<file path="config.mk">
export PLATFORM = sky130hd
export DESIGN_NAME = icache_line_fetcher_flat
export DESIGN_NICKNAME = d
export VERILOG_FILES = /design/src/rtl/icache_line_fetcher_if.sv /design/src/rtl/icache_line_fetcher.sv /design/src/flat_wrapper.sv
export SDC_FILE = /design/constraint.sdc
export NUM_CORES = 2
export LEC_CHECK = 0
export ABC_AREA = 1
export ABC_CLOCK_PERIOD_IN_PS = 10900
export CAP_MARGIN = 30
export CORE_UTILIZATION = 55
export DETAILED_ROUTE_END_ITERATION = 12
export PLACE_DENSITY = 0.78
export SYNTH_ARGS = -nofsm -noshare
export SYNTH_HDL_FRONTEND = slang
export SYNTH_SLANG_ARGS = --single-unit
</file>
<file path="constraint.sdc">
create_clock -name clk -period 10.9 [get_ports clk]
set_input_delay 2.18 -clock clk [delete_from_list [all_inputs] [get_ports clk]]
set_output_delay 2.18 -clock clk [all_outputs]
set_load 0.05 [all_outputs]
</file>
<file path="src/rtl/icache_line_fetcher_if.sv">
// Core-fetch and ROM-refill signal bundle for the instruction cache.
// The master side is the environment (core + ROM); the cache connects as slave.
interface icache_line_fetcher_if #(
    parameter int CACHE_WORD_ADR_SIZE = 2,
    parameter int CNT_W               = 32
);
    localparam int LINE_WORDS = 2 ** CACHE_WORD_ADR_SIZE;

    logic                         fetch_req;
    logic [31:0]                  fetch_addr;
    logic                         flush;
    logic [31:0]                  inst;
    logic                         inst_valid;
    logic                         stall;
    logic [31:0]                  rom_addr;
    logic                         rom_re;
    logic [LINE_WORDS-1:0][31:0]  rom_out;
    logic                         rom_oe;
    logic [CNT_W-1:0]             hit_cnt;
    logic [CNT_W-1:0]             miss_cnt;

    modport master (
        output fetch_req, fetch_addr, flush, rom_out, rom_oe,
        input  inst, inst_valid, stall, rom_addr, rom_re, hit_cnt, miss_cnt
    );

    modport slave (
        input  fetch_req, fetch_addr, flush, rom_out, rom_oe,
        output inst, inst_valid, stall, rom_addr, rom_re, hit_cnt, miss_cnt
    );
endinterface

</file>
<file path="src/rtl/icache_line_fetcher.sv">
// Direct-mapped instruction cache: zero-latency hit lookup, whole-line refill from
// a line-wide ROM port, fence.i flush, and saturating hit/miss counters.
module icache_line_fetcher #(
    parameter int CACHE_WORD_ADR_SIZE = 2,
    parameter int INDEX_BITS          = 4,
    parameter int CNT_W               = 32
) (
    input  logic                   clk,
    input  logic                   reset,
    icache_line_fetcher_if.slave   bus
);
    localparam int W          = CACHE_WORD_ADR_SIZE;
    localparam int I          = INDEX_BITS;
    localparam int LINES      = 2 ** I;
    localparam int LINE_WORDS = 2 ** W;
    localparam int TAG_W      = 32 - 2 - W - I;

    typedef enum logic [1:0] {
        IDLE = 2'd0,
        REQ  = 2'd1,
        FILL = 2'd2
    } state_t;

    state_t                                 state_q, state_d;
    logic [LINES-1:0]                       valid_q, valid_d;
    logic [LINES-1:0][TAG_W-1:0]            tag_q, tag_d;
    logic [LINES-1:0][LINE_WORDS-1:0][31:0] data_q, data_d;
    logic [31:0]                            rom_addr_q, rom_addr_d;
    logic                                   flush_seen_q, flush_seen_d;
    logic [CNT_W-1:0]                       hit_cnt_q, hit_cnt_d;
    logic [CNT_W-1:0]                       miss_cnt_q, miss_cnt_d;

    logic [W-1:0]     word_sel;
    logic [I-1:0]     idx;
    logic [I-1:0]     fill_idx;
    logic [TAG_W-1:0] tag_in;
    logic [TAG_W-1:0] fill_tag;
    logic             hit;
    logic             start_miss;
    logic             install;
    logic [1:0]       unused_addr_lsb;

    function automatic logic [CNT_W-1:0] sat_inc(input logic [CNT_W-1:0] v);
        return (&v) ? v : v + CNT_W'(1);
    endfunction

    assign word_sel        = bus.fetch_addr[2 +: W];
    assign idx             = bus.fetch_addr[2 + W +: I];
    assign tag_in          = bus.fetch_addr[31 -: TAG_W];
    assign unused_addr_lsb = bus.fetch_addr[1:0];

    // The refill target is recovered from the latched line address, so later
    // fetch_addr changes cannot redirect an in-flight refill.
    assign fill_idx = rom_addr_q[2 + W +: I];
    assign fill_tag = rom_addr_q[31 -: TAG_W];

    // A flush in the same cycle suppresses the hit so the core retries after invalidation.
    assign hit        = (state_q == IDLE) && valid_q[idx] && (tag_q[idx] == tag_in) && !bus.flush;
    assign start_miss = (state_q == IDLE) && bus.fetch_req && !hit && !bus.flush;
    assign install    = (state_q == REQ) && bus.rom_oe;

    always_ff @(posedge clk or posedge reset) begin
        if (reset) begin
            state_q <= IDLE;
        end else begin
            state_q <= state_d;
        end
    end

    always_comb begin
        state_d = state_q;
        case (state_q)
            IDLE:    if (start_miss) state_d = REQ;
            REQ:     if (bus.rom_oe) state_d = FILL;
            FILL:    state_d = IDLE;
            default: state_d = IDLE;
        endcase
    end

    always_comb begin
        bus.rom_re     = (state_q == REQ);
        bus.inst_valid = bus.fetch_req && hit;
        bus.stall      = (bus.fetch_req && !hit) || (state_q != IDLE);
        bus.inst       = '0;
        if (bus.fetch_req && hit) begin
            bus.inst = data_q[idx][word_sel];
        end
    end

    always_comb begin
        rom_addr_d   = rom_addr_q;
        flush_seen_d = flush_seen_q;
        valid_d      = valid_q;
        tag_d        = tag_q;
        data_d       = data_q;
        hit_cnt_d    = hit_cnt_q;
        miss_cnt_d   = miss_cnt_q;

        if (start_miss) begin
            rom_addr_d   = {bus.fetch_addr[31:2 + W], {(2 + W){1'b0}}};
            flush_seen_d = 1'b0;
            miss_cnt_d   = sat_inc(miss_cnt_q);
        end else if (state_q == REQ && bus.flush) begin
            flush_seen_d = 1'b1;
        end

        // The line is always written; only the valid bit decides whether it is usable.
        if (install) begin
            tag_d[fill_idx]  = fill_tag;
            data_d[fill_idx] = bus.rom_out;
            if (!flush_seen_q && !bus.flush) begin
                valid_d[fill_idx] = 1'b1;
            end
        end

        if (bus.flush) begin
            valid_d = '0;
        end

        if (bus.fetch_req && hit) begin
            hit_cnt_d = sat_inc(hit_cnt_q);
        end
    end

    always_ff @(posedge clk or posedge reset) begin
        if (reset) begin
            valid_q      <= '0;
            rom_addr_q   <= '0;
            flush_seen_q <= 1'b0;
            hit_cnt_q    <= '0;
            miss_cnt_q   <= '0;
        end else begin
            valid_q      <= valid_d;
            rom_addr_q   <= rom_addr_d;
            flush_seen_q <= flush_seen_d;
            hit_cnt_q    <= hit_cnt_d;
            miss_cnt_q   <= miss_cnt_d;
        end
    end

    always_ff @(posedge clk) begin
        tag_q  <= tag_d;
        data_q <= data_d;
    end

    assign bus.rom_addr = rom_addr_q;
    assign bus.hit_cnt  = hit_cnt_q;
    assign bus.miss_cnt = miss_cnt_q;
endmodule

</file>
<file path="src/flat_wrapper.sv">
// flat-port wrapper written by rule: the top's interface ports become plain ports
module icache_line_fetcher_flat 
#(
    parameter int CACHE_WORD_ADR_SIZE = 2,
    parameter int INDEX_BITS          = 4,
    parameter int CNT_W               = 32
)
  (clk, reset, bus_fetch_req, bus_fetch_addr, bus_flush, bus_rom_out, bus_rom_oe, bus_inst, bus_inst_valid, bus_stall, bus_rom_addr, bus_rom_re, bus_hit_cnt, bus_miss_cnt);
  icache_line_fetcher_if #(.CACHE_WORD_ADR_SIZE(CACHE_WORD_ADR_SIZE), .CNT_W(CNT_W)) bus_i ();
  input  logic clk;
  input  logic reset;
  input wire logic [$bits(bus_i.fetch_req)-1:0] bus_fetch_req;
  input wire logic [$bits(bus_i.fetch_addr)-1:0] bus_fetch_addr;
  input wire logic [$bits(bus_i.flush)-1:0] bus_flush;
  input wire logic [$bits(bus_i.rom_out)-1:0] bus_rom_out;
  input wire logic [$bits(bus_i.rom_oe)-1:0] bus_rom_oe;
  output wire logic [$bits(bus_i.inst)-1:0] bus_inst;
  output wire logic [$bits(bus_i.inst_valid)-1:0] bus_inst_valid;
  output wire logic [$bits(bus_i.stall)-1:0] bus_stall;
  output wire logic [$bits(bus_i.rom_addr)-1:0] bus_rom_addr;
  output wire logic [$bits(bus_i.rom_re)-1:0] bus_rom_re;
  output wire logic [$bits(bus_i.hit_cnt)-1:0] bus_hit_cnt;
  output wire logic [$bits(bus_i.miss_cnt)-1:0] bus_miss_cnt;
  assign bus_i.fetch_req = bus_fetch_req;
  assign bus_i.fetch_addr = bus_fetch_addr;
  assign bus_i.flush = bus_flush;
  assign bus_i.rom_out = bus_rom_out;
  assign bus_i.rom_oe = bus_rom_oe;
  assign bus_inst = bus_i.inst;
  assign bus_inst_valid = bus_i.inst_valid;
  assign bus_stall = bus_i.stall;
  assign bus_rom_addr = bus_i.rom_addr;
  assign bus_rom_re = bus_i.rom_re;
  assign bus_hit_cnt = bus_i.hit_cnt;
  assign bus_miss_cnt = bus_i.miss_cnt;
  icache_line_fetcher #(.CACHE_WORD_ADR_SIZE(CACHE_WORD_ADR_SIZE), .INDEX_BITS(INDEX_BITS), .CNT_W(CNT_W)) u_core (.clk(clk), .reset(reset), .bus(bus_i));
endmodule
</file>
After elaboration in Yosys (flattened, before gate mapping):

Cells that the tools add are included.
Widths: inputs -> output; s select.

* register bits: 2543
* latch bits: 0
* RAM bits: 0
* bits in read-only memories: 0
* word-level logic and storage cells: 151
* memories: 0

* $add $sub $neg: 2
* multiply operators: 0
* div/mod/pow operators: 0
* magnitude comparators: 4
* eq/ne operators: 4
* shifts and indexed selects: 0
* muxes and demuxes: 25
* bitwise gates (word level): 3
* reduce and logical (&&, ||, !) cells: 27

Operator list (count)
* $bwmux 2048: 1
* $bmux 128 s4: 1
* $demux 128 s4: 1
* $bwmux 384: 1
* $mux 128: 2
* $bmux 24 s4: 1
* $demux 24 s4: 1
* $add 32x1->32 const B: 2
* $bmux 32 s2: 1
* $mux 32: 2
* $reduce_and 32->1: 2
* $mux 16: 3
* $mux 24: 2
* $eq 24x24->1: 1
* $or 16x16->16: 1
* $logic_and 1x1->1: 12
* $lt 4x5->1 const B: 2
* $reduce_and 2->1: 4
* $reduce_bool 2->1: 4
* $bmux 1 s4: 1
* $demux 1 s4: 1
* $ge 4x1->1 const B: 1
* $mux 1: 4
* $mux 2: 2
* other kinds (9): 12

Longest topological paths before layout:

* depth in word-level cells: 10
* gate-level depth with buffers: 23
* mapped depth without buffers: 18

Worst setup path after synthesis:

Ideal clock, no wire load.

* kind: in2reg
* start point: input bus_rom_oe
* end point: register u_core.data_q[1000] (netlist bit), enable pin
* library setup time: 0.850 ns
* arrival: 12.856 ns
* slack: -2.806 ns
* stages on the path: 3
* buffers on the path: 1
* path through: nand2_1 -> clkbuf_1 -> nor3_1

* word-level cells in the longest chain between the ends: 1

Ends and longest elaborated chain
* start, declared: line flat_wrapper.sv:16 `input wire logic [$bits(bus_i.rom_oe)-1:0] bus_rom_oe;`
* $logic_and 1x1->1: line icache_line_fetcher.sv:60 `assign install = (state_q == REQ) && bus.rom_oe;`
* end signal, assigned: line icache_line_fetcher.sv:143 `data_q <= data_d;`
* end, declared: line icache_line_fetcher.sv:27 `logic [LINES-1:0][LINE_WORDS-1:0][31:0] data_q, data_d;`

Every way passes these cells.
A chain may end at the register's enable or synchronous reset.

Worst setup path in the final report:

* start point: input bus_fetch_addr[4]
* end point: output bus_inst[13]

* word-level cells in the longest chain between the ends: 7
* elaborated cells on any way between the ends: 14
* those cells by class: 1 x eq/ne; 9 x mux; 4 x reduce/logical

Ends and longest elaborated chain
* start, declared: line flat_wrapper.sv:13 `input wire logic [$bits(bus_i.fetch_addr)-1:0] bus_fetch_addr;`
* $bmux 24 s4 / $bmux 1 s4 (equally long branches): line icache_line_fetcher.sv:58 `assign hit = (state_q == IDLE) && valid_q[idx] && (tag_q[idx] == tag_in) && !bus.flush;`
* $mux 24 (not written as such) / $mux 1 (equally long branches): line icache_line_fetcher.sv:58
* $eq 24x24->1 / $logic_and 1x1->1 (equally long branches): line icache_line_fetcher.sv:58
* $logic_and 1x1->1 (2 in series): line icache_line_fetcher.sv:58
* $logic_and 1x1->1: line icache_line_fetcher.sv:85 `if (bus.fetch_req && hit) begin`
* $mux 32 (*): line icache_line_fetcher.sv:85
* end, declared: line flat_wrapper.sv:17 `output wire logic [$bits(bus_i.inst)-1:0] bus_inst;`

Every way passes the cells marked *; elsewhere a longest branch is shown, timed or not. The select of a mux whose other input is x is not followed.

==> results.ini <==
[status]
outcome = finished, violations left
violations = design-rule violations

[global_routing]
grt_pass1_vias = 67010
grt_pass1_wl_um = 412900
grt_start_max_net_pins = 237
globalRouteTotalUtil_pct = 29.40
antenna_found_initial = 51
grt_remaining_overflow = 0

[power_and_ir_drop]
p_sw_share_pct = 23.49
power_frac_seq_pct = 53.3
power_switching_mw = 4.900
vdd_drop_max_mv = 0.1883
clock_power_share_pct = 39.2
p_leak_nw = 39.23
powerDensity_nw_per_um2 = 180.1
internal_power_mw = 15.96
power_frac_comb_pct = 7.4
finalPower_mw = 20.86

[placement]
dp_cells = 10310
post-dp-hpwl_um = 141700
post_dp_cell_area_um2 = 107800
io_buffer_count = 289
place_congestion = 0.9296

[yosys]
syn_avg_cell_area_um2 = 12.83
syn_area_um2 = 102600
yosysTopAreaCell = edfxtp_1
ys_seq_area_share_pct = 73.92
synthTopCellsByArea = edfxtp_1 (71%), nand2_1 (6.9%), a21oi_1 (3.2%)
async_flop_share_pct = 4.365
synth_top_cell_area_share_pct = 71.21
synth-edff-count = 2432
synth_seq_cells = 2543
synth_cell_types = 42
synth_flop_cell = edfxtp_1
netlist_instances = 7995
synth_warnings = 0

[setup_path]
path_cells = buf_8 > inv_16 > buf_4 > or2_0 > nand2_1 > nand3_1 > nand3_1 > nand2_1 > nand2_1 > nand2_1 > nor2_1 > nand2_1 > nor2_1 > nand2_1 > nor3_4 > inv_2 > nor2_1 > buf_12
arrival_ns = 7.03
required_ns = 8.72
slowest_delay_ns = 0.67
critPathTopFamily = simple AND/OR/NAND/NOR gates
crit_path_end_kind = output port
crit_top_cell = nand2_1
path_buf_inv = 5
cp-startpoint = bus_fetch_addr[4]
rr_startpoint = u_core.bus.rom_addr[5]
start_kind = input port
cp_slowest_cell = nor3_4
path_class = input port to output port
cp_max_fo = 215

[route]
num_vias = 69540
wl_met3_um = 33660
ant_nets = 0
wl_per_cell_um = 26.13
first_pass_iters = 10
vias_per_cell = 6.443
routed_wl_um = 282100
met1_length_um = 100900
dr_wl_met2_um = 133100
drc = 1
top_layer_used = met5
drt-initial-drc-count = 10380

[die]
start_util_pct = 55.36
fp.coreArea_um2 = 185200
ios = 296
fp.dieH_um = 433.8
die_w_um = 433.8
dieArea_um2 = 188200
rows = 158

[cts]
clockRootBuffer = clkbuf_16
htreeDepth = 4
cts_buffers = 236
cts_tree = built
cts_resized = 0
path_clk_slew_ns = 0.06
worst_skew_pair.late_latency_ns = 0.89
clk_path_buf_depth = 3
postCtsSetupBuffers = 0
cts.sinks = 2543
holdBufCountCts = 0

[timing]
skew_ns = 0.04646
drv_slew = 0
maxSlewHeadroom_pct = 12.81
worstMarginPinSlew_ns = 1.308
finalCriticalPeriod_ns = 9.213
fin_crit_sh_pct = 84.52
rsz0062_at_grt = no
fmax_mhz = 108.5
setup_viol = 0
hold_viol = 0
whs_ns = 0.5103

[run]
maxCapViolCount = 0

[cells_and_area]
layoutNonFillerInstCount = 10790
syn_to_final_growth_pct = 12.91
design_area_um2 = 115800
drive_gt1_share_pct = 6.506
post-route-util_pct = 62.51
layout.nets = 8252

[min_path]
worstHoldStart = u_core.flush_seen_q
hold_path_class = flip-flop to flip-flop

## cells by family (layout without fill, tap and decap cells)
logic type	after synthesis	count (layout)	share of synthesized area [%]
adder cells (fa/ha/maj)	2	2	0.02440
flip-flops	2543	2543	73.92
XOR/XNOR	39	39	0.3331
buffers and inverters	789	1076	3.165
other	1	32	0.003657
AO/OA/AOI/OAI	1705	1705	10.96
AND/OR/NAND/NOR	2916	2916	11.59
## final timing paths
| kind | to | slack (ns) | cells after the start |
|---|---|---|---|
| max in group asynchronous | u_core.valid_q[10] | 7.79 | 3 |
| max reg2reg | u_core.data_q[1305] | 7.15 | 6 |
| min reg2reg | u_core.flush_seen_q | 0.51 | 2 |
| min in group asynchronous | u_core.bus.miss_cnt[12] | 1.81 | 2 |
| max | bus_inst[13] | 1.69 | 18 |
| min | u_core.flush_seen_q | 0.51 | 2 |
## sequential cells by signal, summed over array words and instances, names as in the netlist
| register | cells |
|---|---|
| u_core.data_q | 2048 |
| u_core.tag_q | 384 |
| u_core.bus.rom_addr | 28 |
| u_core.state_q | 2 |
| u_core.bus.miss_cnt | 32 |
| u_core.valid_q | 16 |
| u_core.bus.hit_cnt | 32 |
| u_core.flush_seen_q | 1 |
## cell usage after synthesis, types with 2 or more instances
master / n
edfxtp_1: 2432
nand2_1: 1898
a21oi_1: 658
nand3_1: 470
nor2_1: 404
clkbuf_1: 377
o21ai_0: 320
inv_1: 215
a221oi_1: 192
o221ai_1: 128
o211ai_1: 123
a32o_1: 114
dfrtp_1: 111
buf_2: 92
nand4_1: 81
buf_1: 70
a221o_1: 64
o311ai_0: 64
nor3_1: 34
o21ai_1: 28
xor2_1: 23
xnor2_1: 16
buf_6: 15
a311o_1: 14
buf_4: 14
nor4_1: 10
or2_2: 4
nor2_4: 3
or2_1: 3
clkinv_1: 2
ha_1: 2
inv_2: 2
or2_0: 2
or4_1: 2
## cells in the final DEF, fill, tap and decap left out, types with 10 or more instances in the layout
cell,netlist,final
clkdlybuf4s50_1,0,251
xnor2_1,16,16
inv_1,215,212
buf_12,0,57
bufinv_16,0,23
nor4_1,10,10
nand2_1,1898,1898
a21oi_1,658,658
dfrtp_1,111,111
a311o_1,14,14
diode_2,0,28
o211ai_1,123,123
a221o_1,64,64
xor2_1,23,23
edfxtp_1,2432,2432
buf_2,92,12
clkbuf_16,0,236
o21ai_1,28,28
clkinv_2,0,48
a32o_1,114,114
o221ai_1,128,128
o21ai_0,320,320
clkinv_1,2,57
nand3_1,470,470
a221oi_1,192,192
clkbuf_1,377,44
buf_4,14,79
nor2_1,404,403
o311ai_0,64,58
nor3_1,34,18
nand4_1,81,81
nor3_2,0,16
## layout make-up
cell class	instances	area [um^2]
Sequential cell	2543	75810
Multi-Input combinational cell	4666	23590
Timing Repair Buffer	418	4628
Inverter	220	868.3
Clock inverter	152	1572
Tap cell	2480	3103
Fill cell	12950	69440
Clock buffer	286	6153
Antenna cell	28	70.07
## tightest hold or removal path, delay by kind of cell (launching register included)
family             cells  cell delay [ns]
AOI/OAI and AO/OA      1             0.06
DFF                    1             0.35
and+or+nand+nor        1             0.05
## power groups by stage
stage | combinational [mW] | clock (mW) | sequential [mW]
finish | 1.55 | 8.18 | 11.1
floorplan | 0.770 | 0 | 11.4
global route | 1.64 | 8.58 | 11.1
global placement | 1.45 | 0 | 11.3
CTS | 1.52 | 8.19 | 11.1
detailed placement | 1.50 | 0 | 11.3
## stage by stage
step | worst slack (ns) | TNS [ns]
CTS | 1.765 | 0
global placement | 1.885 | 0
detailed placement | 1.826 | 0
finish | 1.687 | 0
floorplan | -2.806 | -6632.36
global route | 1.423 | 0
## layer usage
layer,up-vias,global-route usage (%)
met4,38,16.67
met2,4857,46.10
met3,741,6.606
met1,34020,38.03
met5,-,0
li1,29880,-
Note: power is estimated with default switching activity, not from simulation.
